File: config.mk
export PLATFORM = sky130hd
export DESIGN_NAME = vga_line_reader
export DESIGN_NICKNAME = d
export VERILOG_FILES = /design/src/rtl/vga_line_reader.sv
export SDC_FILE = /design/constraint.sdc
export NUM_CORES = 1
export LEC_CHECK = 0
export CORE_ASPECT_RATIO = 0.9
export CORE_MARGIN = 1.5
export CORE_UTILIZATION = 50
export DETAILED_ROUTE_END_ITERATION = 12
export GPL_TIMING_DRIVEN = 0
export MAX_ROUTING_LAYER = met4
export PLACE_DENSITY = 0.81
export SYNTH_ARGS = -nofsm -noshare
export SYNTH_HDL_FRONTEND = slang
export SYNTH_SLANG_ARGS = --single-unit
export TNS_END_PERCENT = 30
File: constraint.sdc
create_clock -name clk -period 9.5 [get_ports clk]
set_input_delay 1.9 -clock clk [delete_from_list [all_inputs] [get_ports clk]]
set_output_delay 1.9 -clock clk [all_outputs]
set_load 0.02 [all_outputs]
File: src/rtl/vga_line_reader.sv
// vga_line_reader
//   Display-side reader for the horizontal scaler's output line buffer.
//   Runs the VGA raster counters on the pixel clock, steps the line-buffer
//   read address with h_data_ren, requests the next line from the scaler
//   with line_end, and registers the returned Y/Cb/Cr words to the pixel
//   outputs (black padding outside the image window, zero in blanking).
//
// Ports
//   clk, rst            pixel clock, synchronous active-high reset
//   enable              raster run enable (low: counters and outputs held at 0)
//   vga_target_width    image window width in pixels (clamped to H_ACTIVE)
//   vga_target_height   image window height in lines (clamped to V_ACTIVE)
//   h_data_ren          line-buffer read enable, aligned with the raster counters
//   line_end            LE_PULSE-cycle fill request for the next image line
//   frame_start         one-cycle pulse at h=0, v=0
//   Y_in, Cb_in, Cr_in  line-buffer read data, RD_LAT cycles after h_data_ren
//   vga_y/cb/cr         pixel outputs, RD_LAT+1 cycles after the raster position
//   hsync, vsync, de    timing outputs, aligned with the pixel outputs
module vga_line_reader #(
  parameter int H_ACTIVE   = 800,
  parameter int H_FP       = 40,
  parameter int H_SYNC     = 128,
  parameter int H_BP       = 88,
  parameter int V_ACTIVE   = 600,
  parameter int V_FP       = 1,
  parameter int V_SYNC     = 4,
  parameter int V_BP       = 23,
  parameter int IMGO_WIDTH = 11,
  parameter int RD_LAT     = 1,
  parameter int LE_PULSE   = 16
) (
  input  logic                  clk,
  input  logic                  rst,
  input  logic                  enable,
  input  logic [IMGO_WIDTH-1:0] vga_target_width,
  input  logic [IMGO_WIDTH-1:0] vga_target_height,
  output logic                  h_data_ren,
  output logic                  line_end,
  output logic                  frame_start,
  input  logic [7:0]            Y_in,
  input  logic [7:0]            Cb_in,
  input  logic [7:0]            Cr_in,
  output logic [7:0]            vga_y,
  output logic [7:0]            vga_cb,
  output logic [7:0]            vga_cr,
  output logic                  hsync,
  output logic                  vsync,
  output logic                  de
);

  localparam int H_TOTAL = H_ACTIVE + H_FP + H_SYNC + H_BP;
  localparam int V_TOTAL = V_ACTIVE + V_FP + V_SYNC + V_BP;
  localparam int HW      = $clog2(H_TOTAL);
  localparam int VW      = $clog2(V_TOTAL);
  localparam int LW      = $clog2(LE_PULSE + 1);

  localparam logic [HW-1:0] H_LAST  = HW'(H_TOTAL - 1);
  localparam logic [HW-1:0] H_ACT_C = HW'(H_ACTIVE);
  localparam logic [HW-1:0] HS_BEG  = HW'(H_ACTIVE + H_FP);
  localparam logic [HW-1:0] HS_END  = HW'(H_ACTIVE + H_FP + H_SYNC - 1);
  localparam logic [VW-1:0] V_LAST  = VW'(V_TOTAL - 1);
  localparam logic [VW-1:0] V_ACT_C = VW'(V_ACTIVE);
  localparam logic [VW-1:0] VS_BEG  = VW'(V_ACTIVE + V_FP);
  localparam logic [VW-1:0] VS_END  = VW'(V_ACTIVE + V_FP + V_SYNC - 1);
  localparam logic [31:0]   H_ACT32 = 32'(H_ACTIVE);
  localparam logic [31:0]   V_ACT32 = 32'(V_ACTIVE);
  localparam logic [LW-1:0] LE_LOAD = LW'(LE_PULSE - 1);

  // Elaboration-time parameter checks.
  if (LE_PULSE < 1 || LE_PULSE > H_TOTAL - H_ACTIVE) begin : g_le_pulse_check
    $error("vga_line_reader: LE_PULSE must lie in 1..H_TOTAL-H_ACTIVE");
  end
  if (RD_LAT < 1 || RD_LAT > 3) begin : g_rd_lat_check
    $error("vga_line_reader: RD_LAT must lie in 1..3");
  end

  logic            run;
  logic [HW-1:0]   h_cnt, h_nxt, w_sh, w_in, w_nxt;
  logic [VW-1:0]   v_cnt, v_nxt, hh_sh, hh_in, hh_nxt, nl_nxt;
  logic [LW-1:0]   le_cnt, le_cnt_nxt;
  logic            frm_nxt, ren_nxt, le_start;
  logic            act_c, hs_c, vs_c;
  logic [31:0]     tw32, th32;
  logic [RD_LAT-1:0] act_d, hs_d, vs_d, win_d;

  // Next raster position. The registered h_data_ren/line_end/frame_start are
  // computed from it so that they coincide with h_cnt/v_cnt in the same cycle.
  // While not yet running, the next position is the frame origin.
  always_comb begin
    h_nxt = '0;
    v_nxt = '0;
    if (run) begin
      if (h_cnt == H_LAST) begin
        h_nxt = '0;
        v_nxt = (v_cnt == V_LAST) ? '0 : v_cnt + 1'b1;
      end else begin
        h_nxt = h_cnt + 1'b1;
        v_nxt = v_cnt;
      end
    end
  end

  always_comb begin
    tw32       = 32'(vga_target_width);
    th32       = 32'(vga_target_height);
    w_in       = (tw32 > H_ACT32) ? H_ACT_C : HW'(tw32);
    hh_in      = (th32 > V_ACT32) ? V_ACT_C : VW'(th32);
    frm_nxt    = (h_nxt == '0) && (v_nxt == '0);
    // Window config is only taken on entry to the frame origin.
    w_nxt      = frm_nxt ? w_in : w_sh;
    hh_nxt     = frm_nxt ? hh_in : hh_sh;
    ren_nxt    = (h_nxt < w_nxt) && (v_nxt < hh_nxt);
    // Line following the next position; the last line requests line 0.
    nl_nxt     = (v_nxt == V_LAST) ? '0 : v_nxt + 1'b1;
    le_start   = (h_nxt == H_ACT_C) && (nl_nxt < hh_nxt) && (w_nxt != '0);
    le_cnt_nxt = '0;
    if (le_start) begin
      le_cnt_nxt = LE_LOAD;
    end else if (le_cnt != '0) begin
      le_cnt_nxt = le_cnt - 1'b1;
    end
    act_c      = run && (h_cnt < H_ACT_C) && (v_cnt < V_ACT_C);
    hs_c       = run && (h_cnt >= HS_BEG) && (h_cnt <= HS_END);
    vs_c       = run && (v_cnt >= VS_BEG) && (v_cnt <= VS_END);
  end

  always_ff @(posedge clk) begin
    if (rst || !enable) begin
      run         <= 1'b0;
      h_cnt       <= '0;
      v_cnt       <= '0;
      w_sh        <= '0;
      hh_sh       <= '0;
      le_cnt      <= '0;
      frame_start <= 1'b0;
      h_data_ren  <= 1'b0;
      line_end    <= 1'b0;
      act_d       <= '0;
      hs_d        <= '0;
      vs_d        <= '0;
      win_d       <= '0;
      de          <= 1'b0;
      hsync       <= 1'b0;
      vsync       <= 1'b0;
      vga_y       <= '0;
      vga_cb      <= '0;
      vga_cr      <= '0;
    end else begin
      run         <= 1'b1;
      h_cnt       <= h_nxt;
      v_cnt       <= v_nxt;
      w_sh        <= w_nxt;
      hh_sh       <= hh_nxt;
      le_cnt      <= le_cnt_nxt;
      frame_start <= frm_nxt;
      h_data_ren  <= ren_nxt;
      line_end    <= le_start || (le_cnt != '0);

      // Timing flags ride alongside the read latency; the window flag is the
      // read enable itself, so the data select lines up with Y/Cb/Cr_in.
      act_d[0] <= act_c;
      hs_d[0]  <= hs_c;
      vs_d[0]  <= vs_c;
      win_d[0] <= h_data_ren;
      for (int i = 1; i < RD_LAT; i++) begin
        act_d[i] <= act_d[i-1];
        hs_d[i]  <= hs_d[i-1];
        vs_d[i]  <= vs_d[i-1];
        win_d[i] <= win_d[i-1];
      end

      de    <= act_d[RD_LAT-1];
      hsync <= hs_d[RD_LAT-1];
      vsync <= vs_d[RD_LAT-1];
      if (act_d[RD_LAT-1]) begin
        if (win_d[RD_LAT-1]) begin
          vga_y  <= Y_in;
          vga_cb <= Cb_in;
          vga_cr <= Cr_in;
        end else begin
          vga_y  <= 8'd16;
          vga_cb <= 8'd128;
          vga_cr <= 8'd128;
        end
      end else begin
        vga_y  <= '0;
        vga_cb <= '0;
        vga_cr <= '0;
      end
    end
  end

endmodule

# After elaboration in Yosys (flattened, before gate mapping)
# Cells that the tools add are included.
[op_classes]
addsub = 4
bitwise_logic = 3
n_mul = 0
shifts = 0
mux = 16
eq_ne = 4
reduce_logical = 20
div = 0
order_cmp = 11
[op_table]
columns = ["operator", "count"]
rows = [
  ["$mux 10", 6],
  ["$mux 11", 4],
  ["$gt 11x10->1 const B", 2],
  ["$add 10x1->10 const B", 2],
  ["$eq 10x10->1 const B", 2],
  ["$lt 10x10->1", 2],
  ["$mux 8", 2],
  ["$add 11x1->11 const B", 1],
  ["$eq 11x10->1 const B", 1],
  ["$eq 11x11->1 const B", 1],
  ["$ge 11x10->1 const B", 1],
  ["$le 11x10->1 const B", 1],
  ["$logic_not 11->1", 1],
  ["$lt 11x10->1 const B", 1],
  ["$lt 11x11->1", 1],
  ["$reduce_bool 11->1", 1],
  ["$ge 10x10->1 const B", 1],
  ["$le 10x10->1 const B", 1],
  ["$logic_and 1x1->1", 10],
  ["$logic_not 10->1", 1],
  ["$lt 10x10->1 const B", 1],
  ["$mux 4", 2],
  ["$reduce_or 3->1", 2],
  ["$mux 5", 1],
  ["7 further kinds", 10],
]
[word_totals]
latch_bits = 0
wordCells = 81
memories = 0
out_inout_bits = 30
mem_bits_ro = 0
register_bits = 82
ram_bits = 0

# Logic depth before layout (Yosys ltp)
[logic_depth]
depth_word = 11
mapped_depth = 25

# Least setup slack after synthesis
# Ideal clock, no wire load.
[synth_path]
kind = "reg-to-reg"
from = "register h_cnt[0]"
to = "register le_cnt[0]"
required_ns = 9.426
stages_incl_launch_ff = 26
setup_time_ns = 0.074
slack_ns = 4.452
arrival_ns = 4.974
synth_period_minus_slack_ns = 5.048
path_cell_list = "dfxtp_1 > ha_1 > clkbuf_1 > nand4_1 > or4_4 > buf_6 > o21ai_0 > clkbuf_1 > nor2_1 > inv_1 > ha_1 > nand2_1 > nand4b_2 > nor3_1 > buf_4 > buf_8 > mux2i_1 > ha_1 > a21o_1 > a21o_1 > a221o_1 > nor3_1 > nand4_1 > nor2_1 > o211ai_1 > o21ai_0"
[synth_via]
elab_chain_len = 10
elab_cells_between_ends = 20
classes_between = "2 x add/sub; 1 x order compare; 3 x eq/ne; 8 x mux; 6 x reduce/logical"
[synth_rtl]
columns = ["element", "line_no", "source"]
rows = [
  ["from (decl)", "78", "logic [HW-1:0] h_cnt, h_nxt, w_sh, w_in, w_nxt;"],
  ["from (signal assigned)", "150", "h_cnt <= h_nxt;"],
  ["$eq 11x11->1 *", "93", "if (h_cnt == H_LAST) begin"],
  ["$mux 10 *", "93", ""],
  ["$mux 10 *", "92", "if (run) begin"],
  ["named net v_nxt[0]", "79", "logic [VW-1:0] v_cnt, v_nxt, hh_sh, hh_in, hh_nxt, nl_nxt;"],
  ["parallel branches: the longest is 5 deep, another holds $add 10x1->10", "--", ""],
  ["$logic_and 1x1->1 *", "115", "le_start = (h_nxt == H_ACT_C) && (nl_nxt < hh_nxt) && (w_nxt != '0);"],
  ["$mux 4 *", "117", "if (le_start) begin"],
  ["to (signal assigned)", "154", "le_cnt <= le_cnt_nxt;"],
  ["to (decl)", "80", "logic [LW-1:0] le_cnt, le_cnt_nxt;"],
]
# Mark *: on every way through the listed nets, which the timed path passes.
# A chain may end at the register's enable or synchronous reset.

# Final worst setup path
# Same ends and word-level chain as after synthesis.

==> summary.txt <==
Port Buffers -> 78
num rows -> 32
synthesized area per cell -> 8.542 sq um
vias in the first global route -> 4112
main area contributors after synthesis -> dfxtp_1 36%, ha_1 10%, and2_1 5.3%, nor2_1 5.3%, mux2i_1 4.1%
Setup violations, final -> 0
drt wl/cell -> 15.35 microns
die area -> 0.009758 sq mm
Pleak -> 2.424 nW
CTS root buf -> clkbuf_8
final cell count without fillers -> 750
CTS tree -> yes
Starting Density -> 52.55%
Syn Inst Count -> 537
Slew Viols, Final -> 0
cell family with the largest share of critical-path delay -> simple AND/OR/NAND/NOR gates
Worst path depth -> 25
critical path class -> register to register
core area -> 0.008728 sq mm
Placed Cells -> 734
final hold vios -> 0
max-cap violations -> 0
DRT Pass-1 Iters -> 7
vias per cell -> 5.565
Ys Warns -> 0
R2R Setup Slk -> 3390 ps
Worst Reg-to-Reg Cells -> 25
H-tree lvl count -> 3
Post-synth EDFFs -> 0
Synth Area in XOR/XNOR -> 2.673%
Placer Congestion -> 0.9209
Overall Power -> 0.7070 mW
register area share after synthesis -> 35.79%
Critical Path Sink Type -> register
Synth cell types -> 64
Layout Utilization -> 65.42%
Die H -> 93.87 microns
number of top-level pins -> 79
top post-synthesis cells by count -> 82 x dfxtp_1, 65 x nor2_1, 39 x and2_1
crit-path max cell delay -> 550 ps
Max Freq -> 163.7 MHz
final net count -> 713
area fraction of the dominant cell type after synthesis -> 35.79%
Simple-Gate Fraction of Synth Area -> 27.50%
dpl hpwl -> 9013 microns
final wirelength -> 11520 microns
final worst path period share -> 64.28%
most frequent cell after synthesis -> dfxtp_1
grt total ovfl -> 0
# hold bufs at CTS -> 0
most frequent CP cell -> ha_1
P per Cell Area -> 123.8 mW/mm^2
mux cell area share after synthesis -> 4.392%
CTS Sinks -> 82
1st-iter DRT viols -> 288
layout cells sized above 1 -> 6.498%
cts bufs inserted -> 9
CTS clk-pin slew, worst paths -> 90 ps
DR vias -> 4174
cell area after synthesis -> 0.004587 sq mm
critical-path maximum fanout -> 10
Post-synth top flop -> dfxtp_1
Post-CTS Setup Inserts -> 0
Slew @ Worst Pin -> 1041 ps
WHS Path Cells -> 1
first-pass GRT wire length -> 19240 microns
asr flop ratio synth -> 0%
Post-Synth Adder-Cell Area -> 10.37%
main combinational cell family by area after synthesis -> simple AND/OR/NAND/NOR gates
Clock Latency Late Sink -> 370 ps
area grow syn2layout -> 24.50%
Antenna diodes -> 0
Antenna Violating Nets Remaining -> 0
post-cts sizing count -> 0
Post-Syn Nets -> 624
Max clock buf depth -> 2
post-synthesis compound-gate area fraction -> 13.83%
setup TNS -> 0 ps
peak supply drop -> 0.1299 mV
largest net degree at the start of global routing -> 18
DRC errors left -> 0
Worst slew margin -> 29.70%
slowest stage cell, crit path -> or4_4
largest area contributor in the netlist -> dfxtp_1
worst path arrival time -> 6400 ps
initial antenna violation count -> 0
CP Launch Type -> register
Tmin final -> 6107 ps
run status -> finished clean
hold slack -> 427.7 ps
WP data required -> 9790 ps
buffers and inverters on the worst path -> 6
Hold WC Path Type -> register to register
skew final -> 13.89 ps
RSZ-0062 raised after global routing -> false
die span in x -> 104.0 microns
All-Layer GR Usage -> 25.28%
Seq cells post-synth -> 82
FILL cells -> 785
[final timing paths]
kind | from | endpoint
worst max-delay path | h_cnt[0]$_SDFF_PN0_ | le_cnt[0]$_SDFF_PN0_
worst min-delay path | vs_d$_SDFF_PN0_ | vsync$_SDFF_PN0_
worst max register to register | h_cnt[0]$_SDFF_PN0_ | le_cnt[0]$_SDFF_PN0_
worst min register to register | vs_d$_SDFF_PN0_ | vsync$_SDFF_PN0_
[final cells by class]
class / count / area (sq um) / area share, %
Buffer: 24 / 130.1 / 2.279
Clock buffer: 9 / 123.9 / 2.169
Clock inverter: 7 / 70.07 / 1.227
Inverter: 32 / 120.1 / 2.103
Multi-Input combinational cell: 399 / 2695 / 47.20
Sequential cell: 82 / 1642 / 28.75
Tap cell: 119 / 148.9 / 2.607
Timing Repair Buffer: 78 / 780.7 / 13.67
[through the flow]
stage / worst slack (ps) / instance area, sq um
after floorplan: 4452 / 4587
after global routing: 2872 / 5710
after CTS: 3426 / 5710
after global placement: 3418 / 5517
final: 3393 / 5710
after detailed placement: 3434 / 5517
[metal layers]
layer  track usage (%)  routed length (microns)  up-vias
met2             45.14                     5678      134
met1             29.17                     5071     1944
met5                 -                        0        -
met3             4.577                      587       19
li1                  -                        -     2077
met4             7.639                      179        0
[cells in the final DEF, fill, tap and decap left out, types with 7 or more instances in the layout]
master           instances
inv_1                   32
nand2_1                 25
nor4_1                  13
or3_1                    8
dfxtp_1                 82
clkbuf_8                 9
a21o_1                   8
nor2_1                  65
o21ai_0                 20
ha_1                    38
or2_2                    7
clkbuf_1                15
a21oi_1                 18
nand3_1                 15
clkdlybuf4s50_1         78
nand4_1                 13
and2_1                  39
mux2i_1                 19
nand2b_1                10
xnor2_1                 12
nor3_1                  17
[report_power, final]
| part | switching, mW | total (mW) | internal, mW |
|---|---|---|---|
| Combinational | 0.0471 | 0.0986 | 0.0515 |
| Sequential | 0.00655 | 0.362 | 0.355 |
| Clock | 0.145 | 0.246 | 0.102 |
[state kept, by name, indices dropped and copies added (netlist names)]
signal / cells
vga_y: 8
vs_d: 1
win_d: 1
h_data_ren: 1
run: 1
line_end: 1
hsync: 1
act_d: 1
le_cnt: 5
h_cnt: 11
w_sh: 11
frame_start: 1
v_cnt: 10
vga_cb: 8
de: 1
vsync: 1
hs_d: 1
hh_sh: 10
vga_cr: 8
[cells by family (layout without fill, tap and decap cells)]
kind of cell               after synthesis  in the layout
and+or+nand+nor                        235            235
adders and majority gates               38             38
AOI/OAI and AO/OA                       92             92
xor gates and xnor gates                14             14
DFF                                     82             82
buffers and inverters                   56            150
muxes                                   20             20
[worst reg2reg max path: cells and delay by family (launching register included)]
family / cells / cell delay (ps)
buffers and inverters: 6 / 1340
adder cells (fa/ha/maj): 3 / 650
AND/OR/NAND/NOR: 9 / 2090
multiplexers: 1 / 350
AO/OA/AOI/OAI: 6 / 1150
flip-flops: 1 / 450
No activity file was read; power rests on OpenSTA's default activity.
